### src/rtl/cpu_pkg.sv
// Shared types and ALU function for the CPU execute/writeback stage.
// Signed 8-bit datapath over an 8-entry register file.
package cpu_pkg;

   localparam int NUMBER_OF_REGISTERS = 8;
   localparam int REG_AW = $clog2(NUMBER_OF_REGISTERS);
   localparam int DATA_WIDTH = 8;

   typedef logic signed [DATA_WIDTH-1:0] data_t;

   typedef enum logic [3:0] {
      OP_NOP = 4'd0,
      OP_ADD = 4'd1,
      OP_SUB = 4'd2,
      OP_AND = 4'd3,
      OP_OR  = 4'd4,
      OP_XOR = 4'd5,
      OP_SLL = 4'd6,
      OP_SRA = 4'd7,
      OP_MUL = 4'd8,
      OP_MOV = 4'd9
   } opcode_t;

   typedef enum logic [1:0] {
      IDLE,
      EXEC,
      MUL_BUSY,
      WB
   } ex_state_t;

   typedef struct packed {
      data_t result;
      logic  ovf;
   } alu_out_t;

   function automatic alu_out_t alu_compute(
      opcode_t op,
      data_t   a,
      data_t   b
   );
      alu_out_t r;
      r.result = '0;
      r.ovf    = 1'b0;
      case (op)
         OP_ADD: begin
            r.result = a + b;
            r.ovf = (a[DATA_WIDTH-1] == b[DATA_WIDTH-1]) &&
                    (r.result[DATA_WIDTH-1] != a[DATA_WIDTH-1]);
         end
         OP_SUB: begin
            r.result = a - b;
            r.ovf = (a[DATA_WIDTH-1] != b[DATA_WIDTH-1]) &&
                    (r.result[DATA_WIDTH-1] != a[DATA_WIDTH-1]);
         end
         OP_AND: r.result = a & b;
         OP_OR:  r.result = a | b;
         OP_XOR: r.result = a ^ b;
         OP_SLL: r.result = a << b[2:0];
         OP_SRA: r.result = a >>> b[2:0];
         OP_MOV: r.result = b;
         default: ;
      endcase
      return r;
   endfunction

endpackage

### src/rtl/cpu_serial_multiplier.sv
// Unsigned 8x8 shift-add multiplier, one partial product per cycle.
// done/product are valid combinationally during the eighth step.
module cpu_serial_multiplier
   import cpu_pkg::*;
(
   input  logic                    clock_in,
   input  logic                    reset_in,
   input  logic                    start,
   input  logic [DATA_WIDTH-1:0]   a,
   input  logic [DATA_WIDTH-1:0]   b,
   output logic                    done,
   output logic [2*DATA_WIDTH-1:0] product
);

   logic [2*DATA_WIDTH-1:0] mcand;
   logic [2*DATA_WIDTH-1:0] acc;
   logic [2*DATA_WIDTH-1:0] acc_nxt;
   logic [DATA_WIDTH-1:0]   mplier;
   logic [2:0]              cnt;
   logic                    busy;

   assign acc_nxt = acc + (mplier[0] ? mcand : '0);
   assign done    = busy && (cnt == 3'd7);
   assign product = acc_nxt;

   always_ff @(posedge clock_in) begin
      if (reset_in) begin
         mcand  <= '0;
         acc    <= '0;
         mplier <= '0;
         cnt    <= '0;
         busy   <= 1'b0;
      end else if (start) begin
         mcand  <= {{DATA_WIDTH{1'b0}}, a};
         acc    <= '0;
         mplier <= b;
         cnt    <= '0;
         busy   <= 1'b1;
      end else if (busy) begin
         acc    <= acc_nxt;
         mcand  <= mcand << 1;
         mplier <= mplier >> 1;
         cnt    <= cnt + 3'd1;
         if (cnt == 3'd7)
            busy <= 1'b0;
      end
   end

endmodule

### src/rtl/cpu_execute_writeback.sv
// Single-issue execute + writeback stage driving the register file ports.
// One instruction in flight; write port outputs are registered.
module cpu_execute_writeback
   import cpu_pkg::*;
(
   input  logic              clock_in,
   input  logic              reset_in,
   input  logic              instr_valid_in,
   output logic              instr_ready_out,
   input  logic [3:0]        opcode_in,
   input  logic [REG_AW-1:0] rd_in,
   input  logic [REG_AW-1:0] rs1_in,
   input  logic [REG_AW-1:0] rs2_in,
   input  logic signed [DATA_WIDTH-1:0] imm_in,
   input  logic              use_imm_in,
   output logic [REG_AW-1:0] read_register_address1_out,
   output logic [REG_AW-1:0] read_register_address2_out,
   input  logic signed [DATA_WIDTH-1:0] read_data1_in,
   input  logic signed [DATA_WIDTH-1:0] read_data2_in,
   output logic              write_enable_out,
   output logic [REG_AW-1:0] write_register_address_out,
   output logic signed [DATA_WIDTH-1:0] write_data_out,
   input  logic              clear_flags_in,
   output logic              overflow_out,
   output logic              illegal_op_out
);

   ex_state_t         state, state_nxt;
   opcode_t           op_q;
   logic [REG_AW-1:0] rd_q, rs1_q, rs2_q;
   data_t             imm_q;
   logic              use_imm_q;
   logic              sign_q;

   data_t                   op_a, op_b;
   alu_out_t                alu;
   logic [DATA_WIDTH-1:0]   mag_a, mag_b;
   logic                    is_mul, is_nop, is_ill, is_alu;
   logic                    mul_start, mul_done;
   logic [2*DATA_WIDTH-1:0] product, p_signed;
   data_t                   mul_res;
   logic                    mul_ovf;
   logic                    wr_set, ovf_set, ill_set;

   assign op_a  = read_data1_in;
   assign op_b  = use_imm_q ? imm_q : read_data2_in;
   assign alu   = alu_compute(op_q, op_a, op_b);
   assign mag_a = op_a[DATA_WIDTH-1] ? -op_a : op_a;
   assign mag_b = op_b[DATA_WIDTH-1] ? -op_b : op_b;

   assign is_mul = (op_q == OP_MUL);
   assign is_nop = (op_q == OP_NOP);
   assign is_ill = (op_q > OP_MOV);
   assign is_alu = !is_mul && !is_nop && !is_ill;

   assign mul_start = (state == EXEC) && is_mul;

   cpu_serial_multiplier u_mul (
      .clock_in (clock_in),
      .reset_in (reset_in),
      .start    (mul_start),
      .a        (mag_a),
      .b        (mag_b),
      .done     (mul_done),
      .product  (product)
   );

   // |A|*|B| fits in 15 bits, so the negated product never wraps in 16
   assign p_signed = sign_q ? ('0 - product) : product;
   assign mul_res  = p_signed[DATA_WIDTH-1:0];
   assign mul_ovf  = p_signed !=
      {{DATA_WIDTH{p_signed[DATA_WIDTH-1]}}, p_signed[DATA_WIDTH-1:0]};

   assign wr_set  = ((state == EXEC) && is_alu) ||
                    ((state == MUL_BUSY) && mul_done);
   assign ovf_set = ((state == EXEC) && is_alu && alu.ovf) ||
                    ((state == MUL_BUSY) && mul_done && mul_ovf);
   assign ill_set = (state == EXEC) && is_ill;

   assign instr_ready_out            = (state == IDLE);
   assign read_register_address1_out = rs1_q;
   assign read_register_address2_out = rs2_q;

   always_ff @(posedge clock_in) begin
      if (reset_in) state <= IDLE;
      else          state <= state_nxt;
   end

   always_comb begin
      state_nxt = state;
      unique case (state)
         IDLE:     if (instr_valid_in) state_nxt = EXEC;
         EXEC: begin
            if (is_mul)               state_nxt = MUL_BUSY;
            else if (is_nop || is_ill) state_nxt = IDLE;
            else                      state_nxt = WB;
         end
         MUL_BUSY: if (mul_done) state_nxt = WB;
         WB:       state_nxt = IDLE;
         default:  state_nxt = IDLE;
      endcase
   end

   always_ff @(posedge clock_in) begin
      if (reset_in) begin
         op_q                       <= OP_NOP;
         rd_q                       <= '0;
         rs1_q                      <= '0;
         rs2_q                      <= '0;
         imm_q                      <= '0;
         use_imm_q                  <= 1'b0;
         sign_q                     <= 1'b0;
         write_enable_out           <= 1'b0;
         write_register_address_out <= '0;
         write_data_out             <= '0;
         overflow_out               <= 1'b0;
         illegal_op_out             <= 1'b0;
      end else begin
         if (state == IDLE && instr_valid_in) begin
            op_q      <= opcode_t'(opcode_in);
            rd_q      <= rd_in;
            rs1_q     <= rs1_in;
            rs2_q     <= rs2_in;
            imm_q     <= imm_in;
            use_imm_q <= use_imm_in;
         end
         if (mul_start)
            sign_q <= op_a[DATA_WIDTH-1] ^ op_b[DATA_WIDTH-1];
         write_enable_out <= wr_set && (rd_q != '0);
         if (wr_set) begin
            write_register_address_out <= rd_q;
            write_data_out <= (state == EXEC) ? alu.result : mul_res;
         end
         // a flag event in the same cycle as a clear keeps the flag set
         if (ovf_set)             overflow_out <= 1'b1;
         else if (clear_flags_in) overflow_out <= 1'b0;
         if (ill_set)             illegal_op_out <= 1'b1;
         else if (clear_flags_in) illegal_op_out <= 1'b0;
      end
   end

endmodule

### config.mk
export PLATFORM = sky130hd
export DESIGN_NAME = cpu_execute_writeback
export DESIGN_NICKNAME = d
export VERILOG_FILES = /design/src/rtl/cpu_pkg.sv /design/src/rtl/cpu_serial_multiplier.sv /design/src/rtl/cpu_execute_writeback.sv
export SDC_FILE = /design/constraint.sdc
export NUM_CORES = 1
export LEC_CHECK = 0
export CAP_MARGIN = 5
export CELL_PAD_IN_SITES_DETAIL_PLACEMENT = 1
export CELL_PAD_IN_SITES_GLOBAL_PLACEMENT = 2
export CORE_MARGIN = 3
export CORE_UTILIZATION = 35
export CTS_BUF_LIST = sky130_fd_sc_hd__clkbuf_2 sky130_fd_sc_hd__clkbuf_4 sky130_fd_sc_hd__clkbuf_8
export DETAILED_ROUTE_END_ITERATION = 8
export PLACE_DENSITY_LB_ADDON = 0.2
export SLEW_MARGIN = 0
export SYNTH_ARGS = -nofsm -noshare
export SYNTH_HDL_FRONTEND = slang
export SYNTH_SLANG_ARGS = --single-unit
export TNS_END_PERCENT = 5
### constraint.sdc
create_clock -name clock_in -period 4.5 [get_ports clock_in]
set_clock_uncertainty 0.2 [all_clocks]
set_input_delay 1.125 -clock clock_in [delete_from_list [all_inputs] [get_ports clock_in]]
set_output_delay 1.125 -clock clock_in [all_outputs]
set_load 0.1 [all_outputs]
==> impl_metrics.csv, run 1 <==
group,metric,value,unit
drt,via_per_inst,5.47,
finish,mostFrequentLayoutCell,"sky130_fd_sc_hd__nor2_1",
worst_setup_path,crit_required,4.53,ns
hold_path,min-delay-path-class,"flip-flop to flip-flop",
logic_synthesis,syn-cell-area,0.00621,mm^2
clock_network,post-cts-setup-buffers,0,
timing,period_utilisation_layout,94.3,%
drt,wire_per_inst,18.7,um
clock_network,cts_root_buf,"sky130_fd_sc_hd__clkbuf_8",
die,floorplan.core_area,0.0174,mm^2
worst_setup_path,critical_path.endpoint,"overflow_out",
global_route,first_global_vias,5987,
timing,setup_tns,0,ns
global_route,grt_start_max_net_pins,57,
pwr,power.ir.vdd_worst,160,uV
placed_design,gpl.final_weighted_congestion,0.889,
logic_synthesis,post_synth_top_area_share,26.7,%
logic_synthesis,synth-async-reset-ratio,0,%
finish,fraction_of_layout_instances_using_a_drive_strength_above_1,7.64,%
global_route,grt_util_all_layers,20.4,%
worst_setup_path,criticalPathCategory,"flip-flop to flip-flop",
logic_synthesis,synthesis.area_per_instance,7.86,um^2
finish,finalNetCount,936,
die,start_util,35.8,%
timing,setup_repair_after_global_routing_missed_its_margin,"no",
logic_synthesis,dominantRegCellSynth,"sky130_fd_sc_hd__dfxtp_1",
finish,area_growth_syn_to_layout,18.0,%
finish,final_cells,1076,
worst_setup_path,regToRegStartpoint,"u_mul.mplier[0]",
die,die_h,139,um
clock_network,clkTransAtPathRegs,0.10,ns
drt,wl,20.1,mm
worst_setup_path,crit_path_frequent_cell,"sky130_fd_sc_hd__a221oi_2",
global_route,wire_length_of_the_first_global_routing_pass,32.4,mm
logic_synthesis,yosys_register_bits,83,
clock_network,cts_htree_levels,3,
timing,max_freq,0.236,GHz
logic_synthesis,number_of_synthesized_flops_with_an_enable_pin,0,
logic_synthesis,sequential_to_total_area_share_from_yosys_stat,26.7,%
clock_network,clock_tree.buffer_depth,2,
finish,fin_area,0.00733,mm^2
timing,max_slew_margin,26.9,%
pwr,static_leakage,0.00279,uW
drt,dr.pass1.iters,5,
logic_synthesis,yosysWarnings,0,
finish,post-route-util,42.2,%
worst_setup_path,crit_path_max_incr_delay,0.59,ns
clock_network,worstSkewPairLatency,0.37,ns
worst_setup_path,wp_buf_inv,2,
placed_design,portBuffers,62,
timing,worst_pin_slew,1.10,ns
worst_setup_path,critical_path.reg2reg.endpoint,"overflow_out",
hold_path,hold_path_startpoint,"read_register_address1_out[0]",
finish,antenna_cells_inserted,0,
finish,multiInputGateArea,0.00430,mm^2
drt,ant_nets,0,
placed_design,placedCellCount,1060,
timing,fin_ws,0.257,ns
pwr,power_per_cell_area,245,mW/mm^2
worst_setup_path,cp_top_family,"simple AND/OR/NAND/NOR gates",
clock_network,cts_hold_repair.buffers,0,
worst_setup_path,cp-end-kind,"flip-flop",
worst_setup_path,setup.worst_path.start_class,"flip-flop",
finish,num-fill-cells,2133,
logic_synthesis,netlist_instances,791,
drt,num_vias,5884,
timing,finalSetupViolCount,0,
worst_setup_path,cpMaxStageDelayCell,"sky130_fd_sc_hd__or4_4",
placed_design,hpwlAfterDp,15.8,mm
finish,register_area,0.00166,mm^2
worst_setup_path,crit_path_max_fanout,15,
global_route,antenna_found_initial,0,
timing,fin_crit,4.24,ns
timing,finalHoldViolCount,0,
clock_network,tritoncts_buffer_count,9,
die,boundaryPins,63,
job,cap_viol_max_count,0,
placed_design,dpl-instance-area,0.00713,mm^2
worst_setup_path,slack_of_the_worst_reg_to_reg_path,0.26,ns
global_route,globalRoute.totalOverflow,0,
timing,report.final.slew_viol_count,0,
finish,most-common-layout-cells,"sky130_fd_sc_hd__nor2_1 (94), sky130_fd_sc_hd__nand2_1 (82), sky130_fd_sc_hd__dfxtp_1 (82)",
die,design.die.area,0.0194,mm^2
drt,detail_route.drc_violations,0,
die,die_w,139,um
die,placementRows,48,
run_status,outcome,"completed",
worst_setup_path,crit_path_launch,"u_mul.mplier[0]",
placed_design,preCtsSetupSlack,0.0473,ns
worst_setup_path,cp.depth,13,
worst_setup_path,worst_ep_arrival_time,4.27,ns
logic_synthesis,area_contributors_post_synth,"sky130_fd_sc_hd__dfxtp_1 (27%), sky130_fd_sc_hd__ha_1 (9.1%), sky130_fd_sc_hd__mux2i_1 (8.4%)",
clock_network,cts_tree,"done",
logic_synthesis,synthDistinctLibCells,71,
drt,first_iter_violations,328,
clock_network,cts.sink_count,83,
logic_synthesis,synthDominantAreaCellType,"sky130_fd_sc_hd__dfxtp_1",
worst_setup_path,crit_chain,"buf_4 -> and2_1 -> ha_2 -> inv_1 -> a221oi_2 -> o311ai_2 -> or4_4 -> or4_1 -> o41ai_2 -> xor2_1 -> or3_1 -> mux2i_1 -> a221oi_2",
worst_setup_path,worst-r2r-cell-count,13,
logic_synthesis,mappedNetlistNets,881,
==> Yosys cell counts (all sizes together), types with 4 or more instances <==
| library cell | count |
|---|---|
| xor2 | 11 |
| xnor2 | 27 |
| nor2 | 95 |
| nand3 | 15 |
| o21bai | 11 |
| a21oi | 68 |
| buf | 8 |
| a31oi | 4 |
| clkbuf | 36 |
| nor2b | 8 |
| nand4 | 4 |
| ha | 45 |
| mux2i | 52 |
| o21ai | 43 |
| dfxtp | 83 |
| a221oi | 8 |
| a2111oi | 4 |
| nand2b | 9 |
| inv | 26 |
| nor3 | 15 |
| or3 | 8 |
| o211ai | 8 |
| nand2 | 82 |
| a211oi | 29 |
| a22oi | 10 |
| o31ai | 5 |
| or4 | 5 |
| and2 | 20 |
| o22ai | 4 |
==> repair_timing <==
| item | in CTS | in global routing |
|---|---|---|
| endpoints found under the hold margin | 0 | 0 |
| resized for setup | 0 | 5 |
| setup endpoints to repair | 0 | 1 |
==> how the worst min path moves through the flow <==
stage / to / slack, ns / cells past startpoint
after global routing: read_register_address1_out[1] / 0.29 / 2
after floorplan: imm_q[5] / 0.23 / 2
final: read_register_address1_out[0] / 0.26 / 2
after CTS: read_register_address1_out[0] / 0.27 / 2
after detailed placement: read_register_address1_out[0] / 0.25 / 2
after global placement: read_register_address2_out[2] / 0.24 / 2
==> layer usage <==
metal	up-vias	wire length, um	track usage, %	share of wire (%)
met5	-	0	0	0
met4	0	320	5.25	1.6
met3	20	494	3.13	2.5
met2	88	9880	35.3	49
met1	2838	9410	26.7	47
li1	2938	-	-	-
==> where the power goes <==
group / switching (uW) / internal [uW]
Clock: 304 / 212
Sequential: 22.7 / 758
Combinational: 313 / 186
Total: 640 / 1160
==> tightest hold or removal path, delay by kind of cell, from the launching register on <==
kind	cells	cell delay [ns]
AO/OA/AOI/OAI	1	0.05
flip-flops	1	0.32
AND/OR/NAND/NOR	1	0.05
==> cells by family (layout without fill, tap and decap cells) <==
kind of cell | after synthesis | count (layout) | synth area share, %
AND/OR/NAND/NOR | 271 | 271 | 19.8
AO/OA/AOI/OAI | 225 | 225 | 24.5
flip-flops | 83 | 83 | 26.7
buffers and inverters | 71 | 131 | 4.45
multiplexers | 54 | 54 | 8.74
adder cells (fa/ha/maj) | 48 | 48 | 10.0
XOR/XNOR | 39 | 39 | 5.72
==> through the flow <==
stage | power [uW] | hold WS [ns]
after floorplan | 1120 | 0.233
after global placement | 1290 | 0.242
after detailed placement | 1300 | 0.250
after CTS | 1820 | 0.267
after global routing | 1900 | 0.290
final | 1800 | 0.262
==> final cells by class <==
| cell class | count | share of cell area [%] |
|---|---|---|
| multi-input combinational | 637 | 58.6 |
| sequential | 83 | 22.7 |
| inverter | 27 | 1.38 |
| clock inverter | 6 | 0.666 |
| tap | 225 | 3.84 |
| timing repair buffer | 88 | 11.1 |
| clock buffer | 10 | 1.79 |
==> flip-flops by register name, summed over array words and instances, names as in the netlist, 4 cells and up, named ones only <==
signal / cells
u_mul.acc: 16
write_data_out: 8
imm_q: 8
u_mul.mcand: 16
op_q: 4
u_mul.mplier: 8
(Power assumes the default switching activity.)
==> run 2: changes to the inputs <==
ABC_AREA = 1   (was default)
CORE_UTILIZATION = 32   (was 35)
==> run 2 against run 1 <==
Effect of this change: global-route usage rose by 1.4 points; clock-buffer cell count fell by 1; non-clock buffer count fell by 1; via count rose by 22%; hold slack improved by 0.0096 ns; sequential share of layout area fell by 1.9 points.
==> impl_metrics.csv, run 2 <==
group,metric,value,unit
worst_setup_path,crit_path_max_fanout,9,
timing,fin_ws,0.744,ns
finish,final_cells,1434,
placed_design,portBuffers,62,
global_route,antenna_found_initial,0,
drt,dr.pass1.iters,4,
clock_network,cts_root_buf,"sky130_fd_sc_hd__clkbuf_8",
worst_setup_path,wp_buf_inv,2,
die,die_h,151,um
pwr,power_per_cell_area,316,mW/mm^2
logic_synthesis,leading_cell_type_by_number_of_instances_after_synthesis,"sky130_fd_sc_hd__nand2_1",
worst_setup_path,regToRegStartpoint,"use_imm_q",
finish,finalNetCount,1249,
worst_setup_path,cp-end-kind,"flip-flop",
drt,via_per_inst,5.00,
logic_synthesis,yosys_register_bits,83,
logic_synthesis,area_contributors_post_synth,"sky130_fd_sc_hd__dfxtp_1 (25%), sky130_fd_sc_hd__nand2_1 (16%), sky130_fd_sc_hd__ha_1 (8.3%)",
pwr,static_leakage,0.00377,uW
pwr,pwr-share-comb,39.4,%
run_status,outcome,"completed",
clock_network,tritoncts_buffer_count,9,
clock_network,cts_htree_levels,3,
worst_setup_path,crit_required,4.55,ns
logic_synthesis,synthesis.area_per_instance,6.16,um^2
worst_setup_path,cp_top_family,"compound AO/OA/AOI/OAI gates",
pwr,fin_total_pwr,2530,uW
finish,fraction_of_layout_instances_using_a_drive_strength_above_1,8.16,%
worst_setup_path,crit_path_max_incr_delay,0.47,ns
die,start_util,32.9,%
worst_setup_path,criticalPathCategory,"input pin to flip-flop",
logic_synthesis,mappedNetlistNets,1185,
drt,num_vias,7177,
placed_design,preCtsSetupSlack,0.322,ns
clock_network,clock_tree.buffer_depth,2,
logic_synthesis,synthDominantAreaCellType,"sky130_fd_sc_hd__dfxtp_1",
global_route,first_global_vias,7299,
global_route,grt_start_max_net_pins,36,
logic_synthesis,post_synth_top_area_share,24.6,%
drt,first_iter_violations,414,
placed_design,hpwlAfterDp,19.5,mm
timing,setup_repair_after_global_routing_missed_its_margin,"no",
finish,antenna_cells_inserted,0,
timing,report.final.slew_viol_count,0,
finish,mostFrequentLayoutCell,"sky130_fd_sc_hd__nand2_1",
placed_design,gpl.final_weighted_congestion,0.914,
timing,period_utilisation_layout,83.5,%
drt,ant_nets,0,
hold_path,hold_path_startpoint,"u_mul.mplier[3]",
logic_synthesis,yosysWarnings,0,
clock_network,post-cts-setup-buffers,0,
finish,regs_by_ff_count,"u_mul.acc (16), u_mul.mcand (16)",
logic_synthesis,synth-async-reset-ratio,0,%
drt,wl,24.4,mm
clock_network,ctsResizeCount,0,
pwr,switching_share,41.9,%
worst_setup_path,crit_path_frequent_cell,"sky130_fd_sc_hd__o21ai_0",
global_route,globalRoute.totalOverflow,0,
timing,setup_tns,0,ns
logic_synthesis,netlist_instances,1095,
pwr,power.ir.vdd_worst,184,uV
worst_setup_path,worst-r2r-cell-count,14,
timing,finalHoldViolCount,0,
die,boundaryPins,63,
drt,wire_per_inst,17.0,um
logic_synthesis,number_of_synthesized_flops_with_an_enable_pin,0,
hold_path,timing.hold.worst_path_depth,2,
worst_setup_path,worst_ep_arrival_time,3.81,ns
worst_setup_path,crit_chain,"clkdlybuf4s50_1 -> o21ai_1 -> ha_1 -> o31ai_1 -> inv_1 -> nor2_1 -> o21ai_0 -> nand2_1 -> a21oi_1 -> o21ai_0 -> o2111ai_1 -> o21ai_0 -> a31oi_1",
finish,post-route-util,39.1,%
timing,fin_crit,3.76,ns
global_route,grt_util_all_layers,21.8,%
logic_synthesis,syn-cell-area,0.00675,mm^2
hold_path,hold-path-endpoint,"u_mul.mplier[3]",
clock_network,cts.sink_count,83,
hold_path,min-delay-path-class,"flip-flop to flip-flop",
die,die_w,151,um
die,placementRows,52,
clock_network,worstSkewPairLatency,0.39,ns
timing,worst_pin_slew,1.03,ns
die,design.die.area,0.0229,mm^2
timing,finalSetupViolCount,0,
global_route,wire_length_of_the_first_global_routing_pass,39.0,mm
placed_design,placedCellCount,1418,
timing,max_freq,0.266,GHz
logic_synthesis,synthDistinctLibCells,51,
pwr,seqPwrFrac,32.8,%
worst_setup_path,setup.worst_path.start_class,"input pin",
finish,most-common-layout-cells,"sky130_fd_sc_hd__nand2_1 (283), sky130_fd_sc_hd__inv_1 (135), sky130_fd_sc_hd__nor2_1 (128)",
clock_network,clkTransAtPathRegs,0.08,ns
clock_network,cts_hold_repair.buffers,0,
job,cap_viol_max_count,0,
worst_setup_path,critical_path.reg2reg.endpoint,"write_data_out[5]",
worst_setup_path,cpMaxStageDelayCell,"sky130_fd_sc_hd__o31ai_1",
pwr,internal_power,1470,uW
logic_synthesis,sequential_to_total_area_share_from_yosys_stat,24.6,%
pwr,switching_power,1060,uW
logic_synthesis,dominantRegCellSynth,"sky130_fd_sc_hd__dfxtp_1",
finish,area_growth_syn_to_layout,18.6,%
die,floorplan.core_area,0.0205,mm^2
worst_setup_path,slack_of_the_worst_reg_to_reg_path,1.05,ns
logic_synthesis,synth.cells.most_frequent,"sky130_fd_sc_hd__nand2_1 (283), sky130_fd_sc_hd__inv_1 (135), sky130_fd_sc_hd__nor2_1 (128), sky130_fd_sc_hd__o21ai_0 (101), sky130_fd_sc_hd__dfxtp_1 (83)",
timing,max_slew_margin,31.2,%
clock_network,cts_tree,"done",
drt,detail_route.drc_violations,0,
pwr,p_clk_share,27.8,%
==> run 2: cell count changes after synthesis, sizes merged, moves of 42 or more <==
cell   previous run  this run
mux2i            52         0
nand2            82       300
nor2             95       137
nand3            15        72
o21ai            43       106
inv              26       141
==> run 2: how the worst max path moves through the flow <==
stage               slack [ns]  depth (start not counted)        startpoint                end
global route              0.42                         18  read_data2_in[2]  write_data_out[7]
CTS                       0.73                         13  read_data2_in[2]  write_data_out[5]
global placement          0.31                         13  read_data2_in[2]  write_data_out[5]
floorplan                 0.90                         19  read_data2_in[2]  write_data_out[7]
finish                    0.74                         13  read_data2_in[2]  write_data_out[5]
detailed placement        0.32                         13  read_data2_in[2]  write_data_out[5]
==> run 2: metrics by stage <==
stage          hold WS (ns)  area [um^2]
2_1_floorplan         0.241         6750
3_3_place_gp          0.252         7750
3_5_place_dp          0.263         7750
4_1_cts               0.275         8000
5_1_grt               0.286         8000
6_report              0.272         8000
==> run 2: tightest hold or removal path, delay by kind of cell, from the launching register on <==
| kind | cells | cell delay, ns |
|---|---|---|
| AND/OR/NAND/NOR | 1 | 0.06 |
| AO/OA/AOI/OAI | 1 | 0.05 |
| flip-flops | 1 | 0.32 |
==> run 2: cells by family (layout without fill, tap and decap cells) <==
logic type / after synthesis / in the layout / synth area share, %
AOI/OAI and AO/OA: 219 / 219 / 18.5
and+or+nand+nor: 552 / 552 / 35.5
DFF: 83 / 83 / 24.6
xor gates and xnor gates: 16 / 16 / 2.08
buffers and inverters: 177 / 246 / 10.1
adders and majority gates: 48 / 48 / 9.23
==> run 2: power by group through the flow <==
| stage | Clock [uW] | Combinational [uW] | Sequential (uW) |
|---|---|---|---|
| after floorplan | 0 | 547 | 980 |
| after global placement | 0 | 994 | 847 |
| after detailed placement | 0 | 999 | 848 |
| after CTS | 725 | 1000 | 831 |
| after global routing | 747 | 1100 | 840 |
| final | 704 | 999 | 830 |
==> run 2: final cells by class <==
cell class,count,area [um^2]
Clock inverter,7,128
Inverter,143,537
Clock buffer,9,124
Tap cell,270,338
Sequential cell,83,1660
Timing Repair Buffer,87,808
Multi-Input combinational cell,835,4410
Fill cell,2762,12500
==> run 2: per-layer routing <==
layer	GRT usage [%]	up-vias	part of all wire [%]
li1	-	3694	-
met1	27.9	3360	47
met2	38.2	97	49
met3	2.90	26	2.5
met4	6.26	0	1.9
met5	0	-	0
